===== src/rtl/latch_bank_arbiter_if.sv =====
// Requester and latch-bank signal bundle for latch_bank_arbiter.
// The master side drives requests; the slave side (the arbiter) drives
// completion strobes and the latch D/enable bus.
interface latch_bank_arbiter_if #(
  parameter int N_REQ  = 4,
  parameter int DATA_W = 8,
  parameter int DEPTH  = 8
) ();
  localparam int ADDR_W = $clog2(DEPTH);
  localparam int GID_W  = $clog2(N_REQ);

  logic [N_REQ-1:0]        req;
  logic [N_REQ*ADDR_W-1:0] req_addr;
  logic [N_REQ*DATA_W-1:0] req_data;
  logic [N_REQ-1:0]        ack;
  logic                    err;
  logic                    busy;
  logic [GID_W-1:0]        grant_id;
  logic [DATA_W-1:0]       lat_d;
  logic [DEPTH-1:0]        lat_en;

  modport master (
    output req, req_addr, req_data,
    input  ack, err, busy, grant_id, lat_d, lat_en
  );

  modport slave (
    input  req, req_addr, req_data,
    output ack, err, busy, grant_id, lat_d, lat_en
  );
endinterface


===== src/rtl/latch_bank_arbiter.sv =====
// Round-robin arbiter that serialises writes into a bank of level-sensitive
// latch words. Each write runs SETUP -> OPEN (OPEN_CYC cycles) -> HOLD so the
// latch D bus is stable before, during and after its enable window.
// Every output, including the latch enables, comes straight from a flop.
module latch_bank_arbiter #(
  parameter int N_REQ    = 4,
  parameter int DATA_W   = 8,
  parameter int DEPTH    = 8,
  parameter int OPEN_CYC = 2
) (
  input logic                  clk,
  input logic                  rest,
  latch_bank_arbiter_if.slave  bus
);
  localparam int ADDR_W = $clog2(DEPTH);
  localparam int GID_W  = $clog2(N_REQ);
  localparam int CNT_W  = (OPEN_CYC > 1) ? $clog2(OPEN_CYC) : 1;

  localparam logic [ADDR_W:0]    DEPTH_LIM = (ADDR_W+1)'(DEPTH);
  localparam logic [GID_W:0]     NREQ_V    = (GID_W+1)'(N_REQ);
  localparam logic [GID_W-1:0]   GID_LAST  = GID_W'(N_REQ - 1);
  localparam logic [CNT_W-1:0]   CNT_LAST  = CNT_W'(OPEN_CYC - 1);

  typedef enum logic [1:0] {IDLE, SETUP, OPEN, HOLD} state_t;

  state_t              state_q, state_d;
  logic [CNT_W-1:0]    cnt_q, cnt_d;
  logic [GID_W-1:0]    ptr_q, ptr_d;
  logic [GID_W-1:0]    gid_q, gid_d;
  logic [ADDR_W-1:0]   addr_q, addr_d;
  logic [DATA_W-1:0]   dat_q, dat_d;
  logic [DEPTH-1:0]    en_q, en_d;
  logic [N_REQ-1:0]    ack_q, ack_d;
  logic                err_q, err_d;
  logic                busy_q, busy_d;

  logic                found_c;
  logic [GID_W-1:0]    win_c;
  logic [GID_W:0]      cand_c;
  logic [ADDR_W-1:0]   sel_addr;
  logic [DATA_W-1:0]   sel_data;

  // Round-robin search: first pending request at or after the pointer, wrapping.
  always_comb begin
    found_c = 1'b0;
    win_c   = '0;
    cand_c  = '0;
    for (int k = 0; k < N_REQ; k++) begin
      cand_c = {1'b0, ptr_q} + (GID_W+1)'(k);
      if (cand_c >= NREQ_V) cand_c = cand_c - NREQ_V;
      if (!found_c && bus.req[cand_c[GID_W-1:0]]) begin
        found_c = 1'b1;
        win_c   = cand_c[GID_W-1:0];
      end
    end
  end

  // Pick the winning requester's address and data out of the packed buses.
  always_comb begin
    sel_addr = '0;
    sel_data = '0;
    for (int i = 0; i < N_REQ; i++) begin
      if (win_c == GID_W'(i)) begin
        sel_addr = bus.req_addr[i*ADDR_W +: ADDR_W];
        sel_data = bus.req_data[i*DATA_W +: DATA_W];
      end
    end
  end

  // Sequencer next state; address/data are captured only on the IDLE->SETUP edge.
  always_comb begin
    state_d = state_q;
    cnt_d   = cnt_q;
    ptr_d   = ptr_q;
    gid_d   = gid_q;
    addr_d  = addr_q;
    dat_d   = dat_q;
    unique case (state_q)
      IDLE: begin
        if (found_c) begin
          state_d = SETUP;
          gid_d   = win_c;
          addr_d  = sel_addr;
          dat_d   = sel_data;
        end
      end
      SETUP: begin
        state_d = OPEN;
        cnt_d   = '0;
      end
      OPEN: begin
        if (cnt_q == CNT_LAST) state_d = HOLD;
        else                   cnt_d   = cnt_q + CNT_W'(1);
      end
      HOLD: begin
        state_d = IDLE;
        ptr_d   = (gid_q == GID_LAST) ? '0 : gid_q + GID_W'(1);
      end
      default: state_d = IDLE;
    endcase
  end

  // Output values for the coming cycle, decoded from the next state so they register cleanly.
  always_comb begin
    busy_d = (state_d != IDLE);
    en_d   = '0;
    ack_d  = '0;
    err_d  = 1'b0;
    if (state_d == OPEN) begin
      for (int i = 0; i < DEPTH; i++) en_d[i] = (addr_d == ADDR_W'(i));
    end
    if (state_d == HOLD) begin
      for (int i = 0; i < N_REQ; i++) ack_d[i] = (gid_d == GID_W'(i));
      err_d = ({1'b0, addr_d} >= DEPTH_LIM);
    end
  end

  // Control and output flops; reset abandons any write and drops the enables at once.
  always_ff @(posedge clk or negedge rest) begin
    if (!rest) begin
      state_q <= IDLE;
      cnt_q   <= '0;
      ptr_q   <= '0;
      gid_q   <= '0;
      dat_q   <= '0;
      en_q    <= '0;
      ack_q   <= '0;
      err_q   <= 1'b0;
      busy_q  <= 1'b0;
    end else begin
      state_q <= state_d;
      cnt_q   <= cnt_d;
      ptr_q   <= ptr_d;
      gid_q   <= gid_d;
      dat_q   <= dat_d;
      en_q    <= en_d;
      ack_q   <= ack_d;
      err_q   <= err_d;
      busy_q  <= busy_d;
    end
  end

  // Captured target address; only consulted after a grant, so it needs no reset.
  always_ff @(posedge clk) begin
    addr_q <= addr_d;
  end

  assign bus.ack      = ack_q;
  assign bus.err      = err_q;
  assign bus.busy     = busy_q;
  assign bus.grant_id = gid_q;
  assign bus.lat_d    = dat_q;
  assign bus.lat_en   = en_q;
endmodule


===== src/flat_wrapper.sv =====
// flat-port wrapper written by rule: the top's interface ports become plain ports
module latch_bank_arbiter_flat 
#(
  parameter int N_REQ    = 4,
  parameter int DATA_W   = 8,
  parameter int DEPTH    = 8,
  parameter int OPEN_CYC = 2
)
  (clk, rest, bus_req, bus_req_addr, bus_req_data, bus_ack, bus_err, bus_busy, bus_grant_id, bus_lat_d, bus_lat_en);
  latch_bank_arbiter_if #(.N_REQ(N_REQ), .DATA_W(DATA_W), .DEPTH(DEPTH)) bus_i ();
  input logic clk;
  input logic rest;
  input wire logic [$bits(bus_i.req)-1:0] bus_req;
  input wire logic [$bits(bus_i.req_addr)-1:0] bus_req_addr;
  input wire logic [$bits(bus_i.req_data)-1:0] bus_req_data;
  output wire logic [$bits(bus_i.ack)-1:0] bus_ack;
  output wire logic [$bits(bus_i.err)-1:0] bus_err;
  output wire logic [$bits(bus_i.busy)-1:0] bus_busy;
  output wire logic [$bits(bus_i.grant_id)-1:0] bus_grant_id;
  output wire logic [$bits(bus_i.lat_d)-1:0] bus_lat_d;
  output wire logic [$bits(bus_i.lat_en)-1:0] bus_lat_en;
  assign bus_i.req = bus_req;
  assign bus_i.req_addr = bus_req_addr;
  assign bus_i.req_data = bus_req_data;
  assign bus_ack = bus_i.ack;
  assign bus_err = bus_i.err;
  assign bus_busy = bus_i.busy;
  assign bus_grant_id = bus_i.grant_id;
  assign bus_lat_d = bus_i.lat_d;
  assign bus_lat_en = bus_i.lat_en;
  latch_bank_arbiter #(.N_REQ(N_REQ), .DATA_W(DATA_W), .DEPTH(DEPTH), .OPEN_CYC(OPEN_CYC)) u_core (.clk(clk), .rest(rest), .bus(bus_i));
endmodule

===== config.mk =====
export PLATFORM = sky130hd
export DESIGN_NAME = latch_bank_arbiter_flat
export DESIGN_NICKNAME = d
export VERILOG_FILES = /design/src/rtl/latch_bank_arbiter_if.sv /design/src/rtl/latch_bank_arbiter.sv /design/src/flat_wrapper.sv
export SDC_FILE = /design/constraint.sdc
export NUM_CORES = 1
export LEC_CHECK = 0
export ABC_AREA = 1
export CAP_MARGIN = 5
export CORE_MARGIN = 2
export CORE_UTILIZATION = 43
export CTS_CLUSTER_DIAMETER = 40
export CTS_CLUSTER_SIZE = 16
export DETAILED_ROUTE_END_ITERATION = 16
export PLACE_DENSITY = 0.84
export REMOVE_ABC_BUFFERS = 1
export SLEW_MARGIN = 10
export SYNTH_ARGS = -nofsm -noshare
export SYNTH_HDL_FRONTEND = slang
export SYNTH_SLANG_ARGS = --single-unit

===== constraint.sdc =====
create_clock -name clk -period 2.6 [get_ports clk]
set_clock_uncertainty 0.15 [all_clocks]
set_input_delay 0.26 -clock clk [delete_from_list [all_inputs] [get_ports clk]]
set_output_delay 0.26 -clock clk [all_outputs]
set_load 0.01 [all_outputs]

==> reports/summary.txt <==
Min Clock Period, post-route -> 2.34 ns
DRT Pass-1 Iters -> 4
routability cong. -> 0.852
CTS clk-pin slew, worst paths -> 0.06 ns
Die Footprint -> 5070 um2
min-delay worst type -> in2async
Fin. Hold Viols -> 0
grt met3 use -> 0.0436
Req. time, crit path -> 2.67 ns
Core Area -> 4350 um2
layout cells sized above 1 -> 0.164
Die Width -> 71.2 um
Worst setup EP type -> flop
Lkg Pwr -> 1.34 nW
Mean Syn Cell Area -> 7.84 um2
Via density -> 5.00
Yosys Warn Count -> 0
sequential element share of the synthesized area -> 0.392
CTS sink count -> 31
Synth area leaders -> dfrtp_1 (36%), nand2_1 (14%), nand3_1 (5.9%)
Residual DRC -> 0
GR peak layer -> met2
M1 GR Usage -> 0.257
Final Instance Count excl. Fillers -> 381
most common cell in the netlist -> nand2_1
CTS tree -> yes
EDFF count, synth -> 0
worst reg2reg path startpoint -> u_core.ptr_q[1]$_DFFE_PN0N_
total CTS buffers -> 5
worst vdd ir -> 0.647 mV
drt wl/cell -> 12.4 um
Layout area overhead -> 45.5%
PD cells -> 1380 nW/um2
Setup TNS -> 0 ns
achievable frequency -> 0.427 GHz
Tcrit/Tclk final -> 0.901
Synth cell types -> 31
Via Count -> 1906
Final nets -> 383
most instantiated cells after synthesis -> nand2_1 (71), dfrtp_1 (28), nor2_1 (24)
Setup crit start kind -> flop
Async SR Flop Fraction -> 0.903
CP max FO -> 8
Post-CTS Hold Fix Bufs -> 0
ys flop type -> dfrtp_1
die height -> 71.2 um
Synth area leader -> dfrtp_1
Yosys top cell area share -> 0.361
area of the multi-input gates -> 1040 um2
global-route wire length before repair -> 8120 um
# rows -> 24
Initial Utilization -> 0.446
Gates resized, CTS repair -> 0
worst reg2reg path depth -> 17
antenna fix cells -> 0
sequential standard cell area -> 761 um2
clk buf depth -> 2
worst skew pair latency -> 0.28 ns
status -> complete, no violations
Worst R2R End -> u_core.bus.lat_en[0]$_DFF_PN0_
Layout Utilization -> 0.649
# Post-CTS Setup Buffers -> 0
initial antenna violation count -> 0
RSZ-0062 raised after global routing -> false
Slew Viols, Final -> 0
Final setup violation count -> 0
GRT Util Overall -> 0.199
pin count of the biggest net entering global routing -> 29
max-cap viol count -> 0
grt met2 use -> 0.333
FILL cells -> 378
I/O Buffers -> 72
Congestion Overflow GR -> 0
Setup Crit Path Kind -> reg2reg
DRT Wirelength -> 4710 um
Max H-tree Level -> 2
synthesized cell area -> 1940 um2
count of state elements after synthesis -> 31
Critical Path AT -> 2.41 ns
1st-iter DRT viols -> 55
Final ANT Viol Nets -> 0
Critical Path Source -> u_core.ptr_q[1]$_DFFE_PN0N_
root buffer cell -> clkbuf_8
Ports -> 74
vias in the first global route -> 1838
R2R setup slack -> 0.26 ns
Cells after Synth -> 248
DP HPWL -> 3650 um
placed insts -> 373
==> cell usage in the layout (no fill, tap or decap), drive strengths merged <==
| master | instances |
|---|---|
| clkinv | 1 |
| a21boi | 1 |
| ha | 5 |
| and3 | 3 |
| o21ai | 8 |
| dfxtp | 3 |
| a31oi | 3 |
| inv | 24 |
| dfrtp | 28 |
| nand3 | 30 |
| nor2 | 28 |
| nand4 | 8 |
| buf | 7 |
| clkbuf | 7 |
| clkdlybuf4s50 | 72 |
| or2 | 2 |
| nand2 | 90 |
| conb | 1 |
| nand3b | 3 |
| o211ai | 5 |
==> worst max-delay path, cell delays in order, from the launching register on <==
cell and delay [ns]:
dfrtp_1 0.48, inv_2 0.12, nand2_1 0.10, nand2_2 0.07, nand2_2 0.08, nand2_4 0.07
nor2_8 0.10, nand3_2 0.10, nand2_4 0.10, nand2_8 0.08, buf_4 0.17, nand2_1 0.06
nand2_1 0.05, nor2_2 0.12, nor2_1 0.06, nor2_1 0.13, nand3_1 0.12, nor2_1 0.11
==> report_power, final <==
part	internal, mW	switching, mW	total (mW)
Sequential	0.695	0.113	0.809
Clock	0.213	0.181	0.395
Combinational	1.08	1.61	2.69
==> state kept, by name (all words and copies together) (netlist names) <==
signal / count
u_core.bus.lat_en: 8
u_core.cnt_q: 1
u_core.bus.busy: 1
u_core.bus.ack: 4
u_core.ptr_q: 2
u_core.bus.grant_id: 2
u_core.state_q: 2
u_core.bus.lat_d: 8
u_core.addr_q: 3
==> through the flow <==
step | setup WS (ns) | hold slack [ns] | power, mW | area [um2]
after floorplan | 0.211 | -0.186 | 2.63 | 1900
after detailed placement | 0.0973 | 0.313 | 3.51 | 2740
after CTS | 0.248 | 0.222 | 3.92 | 2830
final | 0.256 | 0.207 | 3.90 | 2830
after global placement | 0.163 | 0.309 | 3.42 | 2740
after global routing | 0.0420 | 0.232 | 4.26 | 2830
==> logic make-up (layout without fill, tap and decap cells) <==
family                   after synthesis  in the layout  synth area share
other                                  1              1           0.00193
AO/OA/AOI/OAI                         17             17            0.0592
buffers and inverters                 30            111            0.0715
AND/OR/NAND/NOR                      164            164             0.444
adder cells (fa/ha/maj)                5              5            0.0322
flip-flops                            31             31             0.392
==> per-layer routing <==
metal  up-vias  wire (um)
met4         0         70
met2        61       2230
li1        959          -
met5         -          0
met1       879       2120
met3         7        299
==> cell type report <==
class	count	area share
clock buffer	7	0.0305
clock inverter	1	0.00177
inverter	24	0.0328
multi-input combinational	187	0.369
sequential	31	0.269
tap	52	0.0230
timing repair buffer	79	0.274
==> how the worst max path moves through the flow <==
stage                                endpoint  slack (ns)
4_1_cts        u_core.bus.lat_en[0]$_DFF_PN0_        0.25
2_1_floorplan  u_core.bus.lat_en[0]$_DFF_PN0_        0.21
3_5_place_dp   u_core.bus.lat_en[0]$_DFF_PN0_         0.1
6_report       u_core.bus.lat_en[0]$_DFF_PN0_        0.26
3_3_place_gp   u_core.bus.lat_en[4]$_DFF_PN0_        0.16
5_1_grt        u_core.bus.lat_en[0]$_DFF_PN0_        0.04
(Power assumes the default switching activity.)
